File: config.mk
export PLATFORM = sky130hd
export DESIGN_NAME = match_event_counter
export DESIGN_NICKNAME = d
export VERILOG_FILES = /design/src/rtl/match_event_counter.sv
export SDC_FILE = /design/constraint.sdc
export NUM_CORES = 1
export LEC_CHECK = 0
export BUFFER_PORTS_ARGS = -buffer_cell sky130_fd_sc_hd__buf_2
export CAP_MARGIN = 0
export CORE_ASPECT_RATIO = 0.5
export CORE_UTILIZATION = 30
export DETAILED_ROUTE_END_ITERATION = 8
export GPL_ROUTABILITY_DRIVEN = 0
export HOLD_SLACK_MARGIN = 0.02
export PLACE_DENSITY = 0.47
export SLEW_MARGIN = 30
export SYNTH_ARGS = -nofsm -noshare
export SYNTH_HDL_FRONTEND = slang
export SYNTH_SLANG_ARGS = --single-unit
File: constraint.sdc
create_clock -name clock -period 2.36 [get_ports clock]
set_clock_uncertainty 0.1 [all_clocks]
set_input_delay 0.236 -clock clock [delete_from_list [all_inputs] [get_ports clock]]
set_output_delay 0.236 -clock clock [all_outputs]
set_load 0.005 [all_outputs]
File: src/rtl/match_event_counter.sv
// Post-processor for the four-in-a-row sequence detector: counts match events in
// saturating BCD, times the current match, and flags the run type and bad codes.
module match_event_counter #(
    parameter int         DIGITS  = 2,
    parameter int         DWELL_W = 8,
    parameter logic [3:0] Y_ZEROS = 4'b0100,
    parameter logic [3:0] Y_ONES  = 4'b1000
) (
    input  logic                  clock,
    input  logic                  reset,
    input  logic                  clear,
    input  logic                  z,
    input  logic [3:0]            y,
    output logic [4*DIGITS-1:0]   count_bcd,
    output logic [DWELL_W-1:0]    dwell,
    output logic                  kind,
    output logic                  sat,
    output logic                  err
);

    localparam logic [DWELL_W-1:0] DWELL_MAX = {DWELL_W{1'b1}};

    logic                z_prev;
    logic                tracking;
    logic                rise;
    logic                all_nines;
    logic                bad_code;
    logic [4*DIGITS-1:0] count_next;

    assign rise     = z & ~z_prev;
    assign bad_code = (y != Y_ZEROS) && (y != Y_ONES);

    // Ripple BCD increment: a digit only advances when every lower digit wraps.
    always_comb begin
        logic carry;
        logic [3:0] digit;
        count_next = count_bcd;
        all_nines  = 1'b1;
        carry      = 1'b1;
        for (int i = 0; i < DIGITS; i++) begin
            digit = count_bcd[4*i +: 4];
            if (digit != 4'd9) begin
                all_nines = 1'b0;
            end
            if (carry) begin
                if (digit == 4'd9) begin
                    count_next[4*i +: 4] = 4'd0;
                end else begin
                    count_next[4*i +: 4] = digit + 4'd1;
                    carry = 1'b0;
                end
            end
        end
    end

    // tracking marks a match that was actually counted; a match already in
    // progress when clear drops is not timed until its next rising edge.
    always_ff @(posedge clock or posedge reset) begin
        if (reset) begin
            z_prev    <= 1'b0;
            tracking  <= 1'b0;
            count_bcd <= '0;
            dwell     <= '0;
            kind      <= 1'b0;
            sat       <= 1'b0;
            err       <= 1'b0;
        end else begin
            z_prev <= z;
            if (clear) begin
                tracking  <= 1'b0;
                count_bcd <= '0;
                dwell     <= '0;
                kind      <= 1'b0;
                sat       <= 1'b0;
                err       <= 1'b0;
            end else begin
                if (rise) begin
                    if (all_nines) begin
                        sat <= 1'b1;
                    end else begin
                        count_bcd <= count_next;
                    end
                    kind     <= (y == Y_ONES);
                    dwell    <= {{(DWELL_W-1){1'b0}}, 1'b1};
                    tracking <= 1'b1;
                end else if (z && tracking && (dwell != DWELL_MAX)) begin
                    dwell <= dwell + 1'b1;
                end
                if (z && bad_code) begin
                    err <= 1'b1;
                end
            end
        end
    end

endmodule

==> results.yml <==
cts:
  cts-root-buf: "clkbuf_8"
  cts_setup_buffers: 0
  cts_tree: "done"
  post_cts_resized: 0
  numClockSinks: 21
  clk_pin_slew_worst_paths_ns: 0.08
  cts_inserted_buffers: 3
  cts_max_path_buffers: 2
  h-tree-depth: 1
  clk_latency_ns: 0.26
yosys:
  synth.ff_latch_count: 21
  postSynth.asyncResetShare_pct: 100
  syn_area_per_cell_sq_um: 9.52
  synthCells: 123
  syn_area_sq_um: 1170
  synth_nets: 136
  seq_area_frac_synth_pct: 44.9
  yosysWarnings: 0
  ys_types: 35
  synth_edf_count: 0
  synth_ff_type: "dfrtp_1"
die:
  ios: 27
  design.die.area_sq_um: 4170
  die_w_microns: 90.4
  start_util_pct: 32.7
  rows: 15
  coreArea_sq_um: 3580
  die_h_microns: 46.2
critical_path:
  slowest_delay_ns: 0.43
  cp.required_ns: 2.41
  worstPathCellList: "ha_1 -> and3b_1 -> nor4_1 -> mux2_2"
  slowest_stage: "dfrtp_1"
  crit_fanout: 7
  worstSetupPathType: "register to register"
  start_kind: "register"
  critPathArrivalTime_ns: 1.77
  endpoint_kind: "register"
global_route:
  grt_pass1_vias: 909
  grt_pass1_wl_mm: 4.42
  grt.overflow.total: 0
  grt.total_usage_pct: 13.8
  antenna_found_initial: 0
  grt_max_degree: 22
routing:
  drt-pass1-iter-count: 4
  vias: 1038
  drt_iter0_markers: 65
  drt-total-wl_mm: 2.72
  viasPerCell: 5.19
  wl_per_cell_microns: 13.6
  drcViolationCount: 0
  ant_nets: 0
cells_and_area:
  multi_input_area_sq_um: 588
  antenna-diode-count: 0
  layout.area.seq_sq_um: 526
  nFillCells: 373
  final_cells: 200
  final_cell_mix: "buf_2 (26), dfrtp_1 (21), a21oi_1 (10)"
  syn_to_final_growth_pct: 19.0
  nets: 163
  final_common_cell: "buf_2"
  drive_above_1_share_pct: 21.5
placement:
  dp_hpwl_mm: 1.89
  placed_cells: 195
  portBuffers: 26
power_and_ir_drop:
  p_int_uw: 504
  leakage_uw: 0.000636
  p_sw_uw: 169
  total_power_uw: 672
  power_frac_comb_pct: 8.2
  power_switching_share_pct: 25.1
  p_seq_share_pct: 55.9
  clock_power_share_pct: 35.9
  powerDensity_nw_per_um2: 482
  ir_drop_uv: 173
job:
  drv_cap: 0
sta:
  setup_viol: 0
  rsz0062_at_grt: "false"
  post-route-min-period_ns: 1.72
  max_freq_mhz: 582
  fin_crit_sh_pct: 72.9
  max_slew_margin_pct: 46.1
  hold_violations: 0
  maxSlewViolCount: 0
  final.setup.tns_ns: 0
  tightest_slew_ns: 0.803
worst_hold_path:
  hp-class: "input port to register"
outcome:
  status: "complete, no violations"
[metal layers]
layer / track usage (%) / wire (microns) / up-vias
li1: - / - / 514
met1: 18.8 / 1380 / 494
met2: 22.0 / 1180 / 28
met3: 4.79 / 148 / 2
met4: 1.61 / 9 / 0
met5: 0 / 0 / -
[synthesized netlist by cell type (all sizes together), types with 3 or more instances]
cell type  number  share of area (%)
clkbuf          3               0.96
nor4            4                2.1
a21oi          10                4.3
a31oi           4                2.1
nand3           6                2.6
inv             8                2.6
nor3            7                3.0
dfrtp          21                 45
and4            3                2.2
ha              5                5.3
nor2            6                1.9
nand4           5                2.7
or4             5                3.2
nand2           6                1.9
o31ai           4                2.6
o21ai           3                1.3
[path summary, 6_finish.rpt]
kind | from | end | slack (ns) | cells past startpoint
max in group asynchronous | reset | dwell[1] | 1.30 | 3
min in group asynchronous | reset | dwell[3] | 0.47 | 3
max reg2reg | count_bcd[4] | count_bcd[6] | 0.64 | 4
max | count_bcd[4] | count_bcd[6] | 0.64 | 4
min | z | z_prev | 0.08 | 1
min reg2reg | err | err | 0.41 | 2
[through the flow]
stage	hold WS (ns)	area (sq um)	utilization (%)	worst slack [ns]
6_report	0.0825	1390	38.9	0.641
4_1_cts	0.0671	1380	38.6	0.640
5_1_grt	0.0795	1390	38.9	0.492
2_1_floorplan	0.113	1170	-	0.661
3_3_place_gp	0.357	1340	37.3	0.674
3_5_place_dp	0.359	1340	37.3	0.659
[layout make-up]
cell class | count | area share (%)
sequential | 21 | 37.7
tap | 51 | 4.58
multi-input combinational | 89 | 42.2
timing repair buffer | 27 | 10.1
clock inverter | 1 | 0.359
inverter | 8 | 2.15
clock buffer | 3 | 2.96
[timing repair]
item                       CTS  global route
hold endpoints to repair     0            21
hold buffers                 0             1
setup endpoints to repair    0             0
[worst max-delay path: cells and delay by family (launching register included)]
family	cells	cell delay, ns
adders and majority gates	1	0.21
DFF	1	0.43
muxes	1	0.37
and+or+nand+nor	2	0.50
[sequential cells by signal, indices dropped and copies added, names as in the netlist]
signal / count
count_bcd: 8
dwell: 8
err: 1
kind: 1
sat: 1
tracking: 1
z_prev: 1
[power by group through the flow]
stage	Clock (uW)	Sequential [uW]	Combinational, uW
6_report	241	376	55.1
3_3_place_gp	0	383	55.0
5_1_grt	267	377	63.3
2_1_floorplan	0	381	31.7
3_5_place_dp	0	383	54.5
4_1_cts	254	376	54.8
[kinds of logic after synthesis]
logic type,count (synthesis),share of synthesized area [%]
compound gates,25,13.4
fa+ha+maj,5,5.34
xor+xnor,1,0.748
flops,21,44.9
simple gates,55,28.0
mux,3,2.78
buf+inv,13,4.91
(Power assumes the default switching activity.)
